### config.mk
export PLATFORM = sky130hd
export DESIGN_NAME = ceti_i2c_target
export DESIGN_NICKNAME = d
export VERILOG_FILES = /design/src/rtl/ceti_i2c_target_pkg.sv /design/src/rtl/ceti_i2c_cond_det.sv /design/src/rtl/ceti_i2c_target.sv
export SDC_FILE = /design/constraint.sdc
export NUM_CORES = 1
export LEC_CHECK = 0
export CORE_MARGIN = 2
export CORE_UTILIZATION = 35
export DETAILED_ROUTE_END_ITERATION = 7
export PLACE_DENSITY = 0.6
export SETUP_SLACK_MARGIN = 0.05
export SYNTH_ARGS = -nofsm -noshare
export SYNTH_HDL_FRONTEND = slang
export SYNTH_SLANG_ARGS = --single-unit
### constraint.sdc
create_clock -name clk -period 3.21 [get_ports clk]
set_input_delay 0.8025 -clock clk [delete_from_list [all_inputs] [get_ports clk]]
set_output_delay 0.8025 -clock clk [all_outputs]
set_load 0.005 [all_outputs]
### src/rtl/ceti_i2c_target_pkg.sv
// Shared definitions for the CETI I2C target: default address, FSM states, ACK/NAK levels.
package ceti_i2c_target_pkg;

    localparam logic [6:0] DEV_ADDR_DEFAULT = 7'h50;

    localparam logic ACK = 1'b0;
    localparam logic NAK = 1'b1;

    typedef enum logic [3:0] {
        StIdle,
        StAddr,
        StAddrAck,
        StReg,
        StRegAck,
        StWdata,
        StWdataAck,
        StRdata,
        StRdataAck,
        StIgnore
    } state_e;

endpackage

### src/rtl/ceti_i2c_cond_det.sv
// SCL/SDA synchronizer with SCL edge and START/STOP condition detection.
module ceti_i2c_cond_det #(
    parameter int unsigned SYNC_LEN = 2
) (
    input  logic clk,
    input  logic n_reset,
    input  logic scl_in,
    input  logic sda_in,
    output logic sda,
    output logic scl_rise,
    output logic scl_fall,
    output logic start,
    output logic stop
);

    logic [SYNC_LEN-1:0] scl_sync_q;
    logic [SYNC_LEN-1:0] sda_sync_q;
    logic                scl_prev_q;
    logic                sda_prev_q;
    logic                scl;

    // Idle bus level is high, so reset to 1 to avoid spurious edges after reset.
    always_ff @(posedge clk or negedge n_reset) begin
        if (!n_reset) begin
            scl_sync_q <= '1;
            sda_sync_q <= '1;
            scl_prev_q <= 1'b1;
            sda_prev_q <= 1'b1;
        end else begin
            scl_sync_q <= {scl_sync_q[SYNC_LEN-2:0], scl_in};
            sda_sync_q <= {sda_sync_q[SYNC_LEN-2:0], sda_in};
            scl_prev_q <= scl_sync_q[SYNC_LEN-1];
            sda_prev_q <= sda_sync_q[SYNC_LEN-1];
        end
    end

    assign scl      = scl_sync_q[SYNC_LEN-1];
    assign sda      = sda_sync_q[SYNC_LEN-1];
    assign scl_rise = scl & ~scl_prev_q;
    assign scl_fall = ~scl & scl_prev_q;
    assign start    = scl & scl_prev_q & sda_prev_q & ~sda;
    assign stop     = scl & scl_prev_q & ~sda_prev_q & sda;

endmodule

### src/rtl/ceti_i2c_target.sv
// I2C target exposing an 8-bit register map through single-cycle write/read strobes.
module ceti_i2c_target
    import ceti_i2c_target_pkg::*;
#(
    parameter logic [6:0]  DEV_ADDR = DEV_ADDR_DEFAULT,
    parameter int unsigned SYNC_LEN = 2
) (
    input  logic       clk,
    input  logic       n_reset,
    input  logic       scl_in,
    input  logic       sda_in,
    output logic       sda_out,
    output logic [7:0] reg_addr,
    output logic [7:0] reg_wr_data,
    output logic       reg_wr_en,
    output logic       reg_rd_req,
    input  logic [7:0] reg_rd_data,
    output logic       busy
);

    logic sda;
    logic scl_rise;
    logic scl_fall;
    logic start;
    logic stop;

    ceti_i2c_cond_det #(
        .SYNC_LEN(SYNC_LEN)
    ) u_cond_det (
        .clk      (clk),
        .n_reset  (n_reset),
        .scl_in   (scl_in),
        .sda_in   (sda_in),
        .sda      (sda),
        .scl_rise (scl_rise),
        .scl_fall (scl_fall),
        .start    (start),
        .stop     (stop)
    );

    state_e     state_q, state_d;
    logic [3:0] bit_cnt_q, bit_cnt_d;
    logic [7:0] shift_q, shift_d;
    logic       sda_out_q, sda_out_d;
    logic [7:0] reg_addr_q, reg_addr_d;
    logic [7:0] reg_wr_data_q, reg_wr_data_d;
    logic       reg_wr_en_q, reg_wr_en_d;
    logic       reg_rd_req_q, reg_rd_req_d;
    logic       busy_q, busy_d;
    logic [7:0] byte_in;
    logic [2:0] tx_idx;

    always_ff @(posedge clk or negedge n_reset) begin
        if (!n_reset) begin
            state_q       <= StIdle;
            bit_cnt_q     <= '0;
            shift_q       <= '0;
            sda_out_q     <= NAK;
            reg_addr_q    <= '0;
            reg_wr_data_q <= '0;
            reg_wr_en_q   <= 1'b0;
            reg_rd_req_q  <= 1'b0;
            busy_q        <= 1'b0;
        end else begin
            state_q       <= state_d;
            bit_cnt_q     <= bit_cnt_d;
            shift_q       <= shift_d;
            sda_out_q     <= sda_out_d;
            reg_addr_q    <= reg_addr_d;
            reg_wr_data_q <= reg_wr_data_d;
            reg_wr_en_q   <= reg_wr_en_d;
            reg_rd_req_q  <= reg_rd_req_d;
            busy_q        <= busy_d;
        end
    end

    // bit_cnt 0..7 counts data bits; 8 = ACK slot before its SCL rise, 9 = after it.
    always_comb begin
        state_d       = state_q;
        bit_cnt_d     = bit_cnt_q;
        shift_d       = shift_q;
        sda_out_d     = sda_out_q;
        reg_addr_d    = reg_addr_q;
        reg_wr_data_d = reg_wr_data_q;
        reg_wr_en_d   = 1'b0;
        reg_rd_req_d  = 1'b0;
        busy_d        = busy_q;
        byte_in       = {shift_q[6:0], sda};
        tx_idx        = 3'd7 - bit_cnt_q[2:0];

        if (start) begin
            state_d   = StAddr;
            bit_cnt_d = '0;
            sda_out_d = NAK;
            busy_d    = 1'b0;
        end else if (stop) begin
            state_d   = StIdle;
            sda_out_d = NAK;
            busy_d    = 1'b0;
        end else begin
            case (state_q)
                StAddr, StReg, StWdata: begin
                    if (scl_rise) begin
                        shift_d   = byte_in;
                        bit_cnt_d = bit_cnt_q + 4'd1;
                        if (bit_cnt_q == 4'd7) begin
                            case (state_q)
                                StAddr: begin
                                    if (byte_in[7:1] == DEV_ADDR) begin
                                        state_d = StAddrAck;
                                        busy_d  = 1'b1;
                                    end else begin
                                        state_d = StIgnore;
                                    end
                                end
                                StReg: begin
                                    reg_addr_d = byte_in;
                                    state_d    = StRegAck;
                                end
                                default: begin
                                    reg_wr_data_d = byte_in;
                                    reg_wr_en_d   = 1'b1;
                                    state_d       = StWdataAck;
                                end
                            endcase
                        end
                    end
                end
                StAddrAck, StRegAck, StWdataAck: begin
                    if (scl_fall && bit_cnt_q == 4'd8) begin
                        sda_out_d = ACK;
                    end else if (scl_rise && bit_cnt_q == 4'd8) begin
                        bit_cnt_d = 4'd9;
                        // shift_q[0] still holds the R/W bit of the address byte
                        if (state_q == StAddrAck && shift_q[0]) begin
                            reg_rd_req_d = 1'b1;
                        end
                    end else if (scl_fall && bit_cnt_q == 4'd9) begin
                        bit_cnt_d = '0;
                        sda_out_d = NAK;
                        case (state_q)
                            StAddrAck: begin
                                if (shift_q[0]) begin
                                    shift_d   = reg_rd_data;
                                    sda_out_d = reg_rd_data[7];
                                    state_d   = StRdata;
                                end else begin
                                    state_d = StReg;
                                end
                            end
                            StRegAck: state_d = StWdata;
                            default: begin
                                reg_addr_d = reg_addr_q + 8'd1;
                                state_d    = StWdata;
                            end
                        endcase
                    end
                end
                StRdata: begin
                    if (scl_rise) begin
                        bit_cnt_d = bit_cnt_q + 4'd1;
                        if (bit_cnt_q == 4'd7) begin
                            state_d = StRdataAck;
                        end
                    end else if (scl_fall && bit_cnt_q != 4'd0) begin
                        sda_out_d = shift_q[tx_idx];
                    end
                end
                StRdataAck: begin
                    if (scl_fall && bit_cnt_q == 4'd8) begin
                        sda_out_d = NAK;
                    end else if (scl_rise && bit_cnt_q == 4'd8) begin
                        if (sda == ACK) begin
                            reg_addr_d   = reg_addr_q + 8'd1;
                            reg_rd_req_d = 1'b1;
                            bit_cnt_d    = 4'd9;
                        end else begin
                            state_d = StIgnore;
                        end
                    end else if (scl_fall && bit_cnt_q == 4'd9) begin
                        shift_d   = reg_rd_data;
                        sda_out_d = reg_rd_data[7];
                        bit_cnt_d = '0;
                        state_d   = StRdata;
                    end
                end
                default: begin
                    sda_out_d = NAK;
                end
            endcase
        end
    end

    assign sda_out     = sda_out_q;
    assign reg_addr    = reg_addr_q;
    assign reg_wr_data = reg_wr_data_q;
    assign reg_wr_en   = reg_wr_en_q;
    assign reg_rd_req  = reg_rd_req_q;
    assign busy        = busy_q;

endmodule

## After elaboration in Yosys (flattened, before gate mapping)

Index checks and enable logic that the tools add are counted.

| operators by class | value |
|---|---|
| div/mod/pow operators | 0 |
| reductions and logical operators | 27 |
| shift operators | 0 |
| multiplexer cells | 86 |
| bitwise operators | 14 |
| $mul | 0 |
| add/subtract/negate cells | 3 |
| $lt $le $gt $ge | 1 |
| equality and inequality tests | 48 |

Operators with widths:

| operator | count |
|---|---|
| $mux W8 | 19 |
| $mux W4 | 24 |
| $pmux W8 S3 | 2 |
| $ne A4 B4 Y1 const B | 11 |
| $mux W1 | 34 |
| $ne A2 B2 Y1 const B | 15 |
| $ne A5 B5 Y1 const B | 5 |
| $reduce_and A11 Y1 | 2 |
| $eq A4 B3 Y1 const B | 5 |
| $reduce_bool A3 Y1 | 6 |
| $pmux W4 S4 | 1 |
| $reduce_and A13 Y1 | 1 |
| $eq A4 B4 Y1 const B | 3 |
| $pmux W4 S3 | 1 |
| $reduce_and A12 Y1 | 1 |
| $reduce_and A6 Y1 | 2 |
| $ne A3 B3 Y1 const B | 3 |
| $add A8 B1 Y8 const B | 1 |
| $eq A4 B2 Y1 const B | 2 |
| $pmux W4 S2 | 1 |
| $reduce_bool A4 Y1 | 2 |
| $and A1 B1 Y1 | 7 |
| $eq A7 B7 Y1 const B | 1 |
| $not A1 Y1 | 7 |
| 17 further kinds | 23 |

| word-level totals | value |
|---|---|
| bits in latches | 0 |
| bits of input ports | 12 |
| memories kept | 0 |
| memory bits (writable) | 0 |
| output and inout bits | 20 |
| memory bits (read-only) | 0 |
| register bits after elaboration | 42 |
| logic and storage cells | 193 |

## Longest topological paths before layout

Gate-level depths: netlist (run 1).

| depth | value |
|---|---|
| depth after elaboration | 9 |
| gate-level depth with buffers | 10 |
| gate-level depth less buffers | 8 |

## Hierarchy

A second synthesis (run 1) with hierarchy kept.

| unflattened totals | value |
|---|---|
| cells, all modules | 269 |
| area, all modules | 2607.5 µm² |

Modules (own cells, without submodules):

| module | times used | cells each | area each (µm²) |
|---|---|---|---|
| ceti_i2c_target | 1 | 259 | 2417.3 |
| ceti_i2c_cond_det | 1 | 10 | 190.2 |

## Worst setup path before layout (run 1)

No wires, ideal clock.

| timing | value |
|---|---|
| kind | register to register |
| from | reg bit_cnt_q[0] |
| to | reg state_q[0] |
| path buffers | 2 |
| stages on the path, launching flop included | 11 |
| clock period less this slack | 2.371 ns |
| path slack | 0.839 ns |
| data arrival time | 2.245 ns |
| setup time | 0.125 ns |
| data required time | 3.085 ns |
| cell sequence | dfrtp_1 > inv_1 > ha_1 > buf_2 > nor2b_1 > a32oi_2 > o22ai_2 > or3_1 > buf_6 > nand2_4 > mux2_4 |

| on the way | value |
|---|---|
| word-level cells in the longest chain between the ends | 7 |
| elaborated cells on any way between the ends | 20 |
| classes of those cells | eq/ne (11); mux (5); reduce/logical (4) |

Ends and longest elaborated chain:

| item | line | RTL |
|---|---|---|
| start, declared | ceti_i2c_target.sv:42 | `logic [3:0] bit_cnt_q, bit_cnt_d;` |
| start signal, assigned | ceti_i2c_target.sv:66 | `bit_cnt_q <= bit_cnt_d;` |
| $eq A4 B4 Y1 | n/a |  |
| $logic_and A1 B1 Y1 | ceti_i2c_target.sv:132, ceti_i2c_target.sv:172 |  |
| $mux W4 | ceti_i2c_target.sv:172 | `end else if (scl_rise && bit_cnt_q == 4'd8) begin` |
| $mux W4 | ceti_i2c_target.sv:170 | `if (scl_fall && bit_cnt_q == 4'd8) begin` |
| $pmux W4 S4 | ceti_i2c_target.sv:101 | `case (state_q)` |
| $mux W4 | ceti_i2c_target.sv:96 | `end else if (stop) begin` |
| $mux W4 | ceti_i2c_target.sv:91 | `if (start) begin` |
| end signal, assigned | ceti_i2c_target.sv:55 | `state_q <= StIdle;` |
| end signal, assigned | ceti_i2c_target.sv:65 | `state_q <= state_d;` |
| end, declared | ceti_i2c_target.sv:41 | `state_e state_q, state_d;` |

Several ways; a longest one is shown, not always the timed one. The select of a mux whose other input is x is not followed.
A chain may end at the register's enable or synchronous reset.

## Worst setup path in the final report (run 1)

| timing | value |
|---|---|
| from | reg bit_cnt_q[0] |
| to | reg reg_addr_q[0] (netlist: reg_addr[0]) |

| on the way | value |
|---|---|
| word-level cells in the longest chain between the ends | 4 |
| elaborated cells on any way between the ends | 13 |
| classes of those cells | eq/ne (9); reduce/logical (4) |

Ends and longest elaborated chain:

| item | line | RTL |
|---|---|---|
| $eq A4 B4 Y1, on equally long branches | n/a |  |
| $logic_and A1 B1 Y1, on equally long branches | n/a |  |
| $ne A2 B2 Y1 (no line) | n/a |  |
| $reduce_and A13 Y1 (no line) * | n/a |  |
| end signal, assigned | ceti_i2c_target.sv:69 | `reg_addr_q <= reg_addr_d;` |
| end, declared | ceti_i2c_target.sv:45 | `logic [7:0] reg_addr_q, reg_addr_d;` |

Every way passes the cells marked *; elsewhere a longest branch is shown, timed or not.

==> run summary, run 1 <==
Hold Crit Class - flip-flop to flip-flop
Pwr/cell area - 916 mW/mm^2
Synthesized instance count - 312
Post-CTS Setup Bufs - 0
RR Endpoint - reg_addr[0]
Final number of setup-violating endpoints - 0
Synthesized Nets - 328
Clock tree sinks - 42
Fill cells - 792
Most frequent cell after synthesis - nand2_1
Largest fanout on the critical path - 15
Post-synth EDFFs - 0
Max-Cap Viols - 0
Die ar. - 0.00876 sq mm
Vias - 2398
Initial antenna violation count - 0
Max H-tree Level - 2
Hold path depth - 0
Largest area contributor in the netlist - dfrtp_1
Min Tclk post-route - 2600 ps
Post-synthesis cell area - 0.00281 sq mm
Final Hold Slack - 361 ps
Total negative slack - 0 ps
Final period util - 81.0%
Largest net degree at the start of global routing - 43
Fin. Hold Viols - 0
CP max-delay cell - nor3b_4
Vias/cell - 5.49
Reg2reg path depth - 8
RSZ-0062 raised after global routing - false
Asr flop ratio synth - 100%
Max VDD drop - 0.256 mV
I/O pin total - 32
CTS Buf Count - 5
# port buffers - 31
Cts repair resizes - 0
Area contributors post-synth - dfrtp_1 (31%), dfstp_2 (6.5%), nand2_1 (5.7%)
Routed WL - 6770 microns
Clock transition at path regs - 80 ps
Layout net count - 350
Worst setup EP type - flip-flop
DRC viols - 0
Post-DP HPWL - 4810 microns
R2r startpoint - bit_cnt_q[0]
CTS tree - yes
Gpl congestion - 0.828
First-pass GRT wire length - 11200 microns
Share of post-route cells with drive strength above 1 - 14.0%
Initial Util - 36.2%
Syn_area_per_cell - 9.00 sq um
Leak pwr - 1.31 nW
Predominant post-synthesis flop cell - dfrtp_1
DR WL/cell - 15.5 microns
Area grow syn2layout - 15.1%
FF-to-FF setup slack - 610 ps
# diodes - 0
Final Util - 41.6%
CTS root buf - clkbuf_8
Buffers & Inverters on Critical Path - 1
Post-cts hold buffer count - 0
Placed Instances - 429
Highest clock rate - 384 MHz
Starting DRT DRC Count - 201
DR pass1 iterations - 4
Top delay family on crit path - simple AND/OR/NAND/NOR gates
Crit path kind - flip-flop to flip-flop
CP arrival - 2820 ps
Outcome - finished clean
Post-synthesis sequential area ratio - 37.7%
Yosys reg bits - 42
Worst-case clock buffer depth - 2
Layout Skew - 8.84 ps
Vias in the first global route - 2220
Startpoint Class - flip-flop
Worst-margin pin slew - 941 ps
Post-synth top cells - nand2_1 (43), dfrtp_1 (35), nor2_1 (25)
Total grt overflow - 0
Hold Path End - u_cond_det.sda_sync_q[1]
CP max stage delay - 630 ps
Placeable Area - 0.00777 sq mm
Ys Warns - 0
Top-area cell type share of the netlist area - 31.2%
Core Rows - 32
Die H - 93.6 microns
CP Cell Sequence - inv_1 -> ha_1 -> nor2b_1 -> a32oi_2 -> o22ai_2 -> nor3b_4 -> o21ai_0 -> o21ai_1
Final Non-Filler Cells - 437
Number of distinct library cells after synthesis - 72
Hold Startpoint - u_cond_det.sda_sync_q[0]
Global-route usage over all layers - 16.1%
Chip Width - 93.6 microns
WP data required - 3430 ps
Final Slew Violations - 0
Relative slew margins - 37.3%
ANT nets after route - 0
Clock insertion delay at the later pin of the skew report - 300 ps
==> metal layers <==
layer	vias to the layer above	wire length, microns	GRT usage (%)
li1	1183	-	-
met1	1167	3420	23.1
met2	39	3070	25.4
met3	9	190	2.18
met4	0	96	4.95
met5	-	0	0
==> worst max-delay path by stage <==
stage,from,to,cells past startpoint
global route,bit_cnt_q[0],reg_addr[0],8
floorplan,bit_cnt_q[0],state_q[0],10
detailed placement,bit_cnt_q[0],reg_addr[0],8
global placement,bit_cnt_q[0],state_q[0],8
CTS,bit_cnt_q[0],reg_addr[0],8
finish,bit_cnt_q[0],reg_addr[0],8
==> cells by family (layout without fill, tap and decap cells) <==
kind of cell	count (synthesis)	in the layout	share of synthesized area [%]
AOI/OAI and AO/OA	97	97	24.1
xor gates and xnor gates	2	2	0.624
adders and majority gates	4	4	1.78
buffers and inverters	29	52	6.19
DFF	42	42	37.7
muxes	8	8	3.96
and+or+nand+nor	130	130	25.7
==> sequential cells by signal, summed over array words and instances, names as in the netlist, 2 cells and up <==
| signal | flops |
|---|---|
| reg_addr | 8 |
| reg_wr_data | 8 |
| u_cond_det.sda_sync_q | 2 |
| u_cond_det.scl_sync_q | 2 |
| shift_q | 8 |
| bit_cnt_q | 4 |
| state_q | 4 |
==> where the power goes <==
group | total, mW | switching [mW] | internal [mW] | leakage (nW)
combinational | 1.56 | 0.800 | 0.762 | 0.747
clock | 0.363 | 0.190 | 0.173 | 0.0472
sequential | 1.04 | 0.334 | 0.702 | 0.511
==> final cells by class <==
| type | count | area [sq um] | share of cell area [%] |
|---|---|---|---|
| Tap cell | 102 | 128 | 3.95 |
| Sequential cell | 42 | 1060 | 32.8 |
| Timing Repair Buffer | 37 | 350 | 10.8 |
| Inverter | 7 | 26.3 | 0.812 |
| Clock buffer | 6 | 82.6 | 2.55 |
| Clock inverter | 2 | 12.5 | 0.387 |
| Multi-Input combinational cell | 241 | 1580 | 48.7 |
==> stage by stage <==
stage               area (sq um)  setup slack (ps)  total power [mW]
floorplan                   2810               839              2.19
global placement            3140               716              2.58
detailed placement          3140               633              2.60
CTS                         3230               605              2.97
global route                3230               331              3.22
finish                      3230               609              2.96
==> placed cells by master, fill, tap and decap left out, drive strengths merged, types with 3 or more instances in the layout <==
cell type,Yosys,layout
ha,4,4
mux2i,4,4
nand2,44,44
a22o,3,3
a22oi,7,7
nand2b,5,5
o22ai,4,4
a21o,3,3
and3,3,3
o21ai,23,23
a211oi,3,3
a21oi,29,29
clkdlybuf4s50,0,30
buf,17,7
clkbuf,5,6
nor3b,4,4
nor3,6,6
nor2,25,25
nor2b,8,8
nor4b,3,3
dfrtp,35,35
nand4b,5,5
inv,7,7
a31oi,4,4
dfstp,7,7
o221ai,3,3
nand3,12,12
No activity file was read; power rests on OpenSTA's default activity.
==> run 2, diff against run 1 <==
==> constraint.sdc (replaced) <==
create_clock -name clk -period 2.6 [get_ports clk]
set_input_delay 0.65 -clock clk [delete_from_list [all_inputs] [get_ports clk]]
set_output_delay 0.65 -clock clk [all_outputs]
set_load 0.005 [all_outputs]
==> run summary, run 2 (synthesis gave the netlist of run 1 again) <==
M1 wire length - 3570 microns (+4.6%)
Clock tree sinks - 42 (unchanged)
Max H-tree Level - 2 (unchanged)
Max VDD drop - 0.352 mV (+38%)
Post-DP HPWL - 5320 microns (+11%)
Routed WL - 7250 microns (+7.0%)
Relative slew margins - 59.7% (+22 points)
Fin. Hold Viols - 0 (unchanged)
CTS Buf Count - 5 (unchanged)
Starting DRT DRC Count - 130 (-35%)
Leak pwr - 1.44 nW (+10%)
Area grow syn2layout - 23.0%
Share of post-route cells with drive strength above 1 - 19.3% (+5.3 points)
CP max stage delay - 600 ps (-30 ps)
Fill cells - 784 (-1.0%)
Die ar. - 0.00876 sq mm (unchanged)
Total negative slack - 0 ps (unchanged)
Final Hold Slack - 272 ps (-88.5 ps)
Register area - 0.00106 sq mm (unchanged)
Max-Cap Viols - 0 (unchanged)
# port buffers - 31 (unchanged)
Hold Crit Class - primary input to async pin
Final Slew Violations - 0 (unchanged)
Gpl congestion - 0.864 (+4.4%)
Clock insertion delay at the later pin of the skew report - 310 ps (about the same)
Top Metal Used - met4
Clock transition at path regs - 90 ps (about the same)
WP data required - 2790 ps (-640 ps)
Initial antenna violation count - 0 (unchanged)
Vias in the first global route - 2350 (+5.9%)
Metal2 WL - 3330 microns (+8.4%)
Pwr/cell area - 1180 mW/mm^2 (+28%)
DR WL/cell - 15.8 microns (+1.9%)
First-pass GRT wire length - 12100 microns (+7.3%)
Placed Instances - 446 (+4.0%)
Final number of setup-violating endpoints - 0 (unchanged)
Outcome - finished clean
Largest net degree at the start of global routing - 20 (-53%)
Final worst setup slack - 232 ps (-376 ps)
Global-route usage over all layers - 17.4% (+1.2 points)
Vias/cell - 5.42 (-1.2%)
Final Util - 44.5% (+2.8 points)
Crit path kind - flip-flop to flip-flop
CP Cell Sequence - or2_4 -> a32oi_2 -> o22ai_2 -> or3_1 -> nand2_4 -> mux2_4
# diodes - 0 (unchanged)
RSZ-0062 raised after global routing - false
CP max-delay cell - dfrtp_1
CP arrival - 2560 ps (-260 ps)
Cts repair resizes - 0 (unchanged)
Multi-input logic area - 0.00158 sq mm (unchanged)
Total grt overflow - 0 (unchanged)
DRC viols - 0 (unchanged)
Met3 wire len - 252 microns (+33%)
Chip Width - 93.6 microns (unchanged)
Worst setup EP type - flip-flop
Commonest cells after routing, fill and taps aside - nand2_1 (43), dfrtp_1 (35), clkdlybuf4s50_1 (30), buf_4 (27), nor2_1 (25)
Top delay family on crit path - simple AND/OR/NAND/NOR gates
Layout net count - 372 (+6.3%)
CTS tree - yes
Placeable Area - 0.00777 sq mm (unchanged)
Buffers & Inverters on Critical Path - 0 (-1)
Worst-case clock buffer depth - 2 (unchanged)
Core Rows - 32 (unchanged)
Startpoint Class - flip-flop
Min Tclk post-route - 2370 ps (-234 ps)
Final Non-Filler Cells - 459 (+5.0%)
DP Worst Slack - 278 ps (-356 ps)
DR pass1 iterations - 4 (unchanged)
Layout Skew - 10.7 ps (+1.87 ps)
Most common cell after layout, fill and taps aside - nand2_1
I/O pin total - 32 (unchanged)
Die H - 93.6 microns (unchanged)
Worst-margin pin slew - 605 ps (-336 ps)
Largest fanout on the critical path - 17 (+2)
Vias - 2488 (+3.8%)
Highest clock rate - 422 MHz (+9.9%)
ANT nets after route - 0 (unchanged)
Initial Util - 36.2% (unchanged)
CTS root buf - clkbuf_8
Final period util - 91.1% (+10 points)
-- run 2: cell count changes in the layout (fill, tap and decap cells not counted) --
cell,change
buf_4,+21
bufinv_16,+2
buf_12,+1
clkbuf_8,-1
clkinv_2,-1
clkinv_4,+1
clkinvlp_4,-1
-- run 2: final cells by class --
type	count	share of cell area [%]
flip-flops and latches	42	30.7
clock inverters	3	1.99
well taps	102	3.69
multi-input cells	241	45.6
clock buffers	5	1.99
inverters	7	0.761
repair buffers	59	15.3
-- run 2: path summary, 6_finish.rpt --
check | start | endpoint | slack (ps) | cells past startpoint
max reg2reg | state_q[1] | state_q[0] | 230 | 6
max | state_q[1] | state_q[0] | 230 | 6
min | n_reset | reg_addr[7] | 270 | 1
min in group clk | u_cond_det.scl_sync_q[0] | u_cond_det.scl_sync_q[1] | 360 | 0
max in group asynchronous | n_reset | u_cond_det.scl_prev_q | 1710 | 2
min reg2reg | u_cond_det.scl_sync_q[0] | u_cond_det.scl_sync_q[1] | 360 | 0
-- run 2: metal layers --
metal / vias up / global-route usage [%]
met5: - / 0
met4: 0 / 5.19
met3: 7 / 2.90
met2: 45 / 25.5
met1: 1212 / 26.1
li1: 1224 / -
-- run 2: metrics by stage --
stage	instance area (sq um)	total power, mW
6_report	3450	4.06
5_1_grt	3450	4.40
4_1_cts	3400	4.03
3_5_place_dp	3270	3.39
3_3_place_gp	3270	3.37
2_1_floorplan	2810	2.71
-- run 2: worst register-to-register path, delay by kind of cell, from the launching register on --
family / cells / cell delay, ps
simple gates: 3 / 990
flops: 1 / 600
compound gates: 2 / 380
mux: 1 / 290
-- run 2: power by group --
| part | switching [mW] | internal (mW) |
|---|---|---|
| logic | 1.16 | 1.10 |
| registers | 0.290 | 0.869 |
| clock network | 0.253 | 0.385 |
| total | 1.71 | 2.35 |
-- run 2: timing repair --
action                                 4_1_cts  5_1_grt
setup buffers                                0        5
hold buffers                                 0        0
setup endpoints to repair                    0        2
endpoints found under the hold margin        0        0
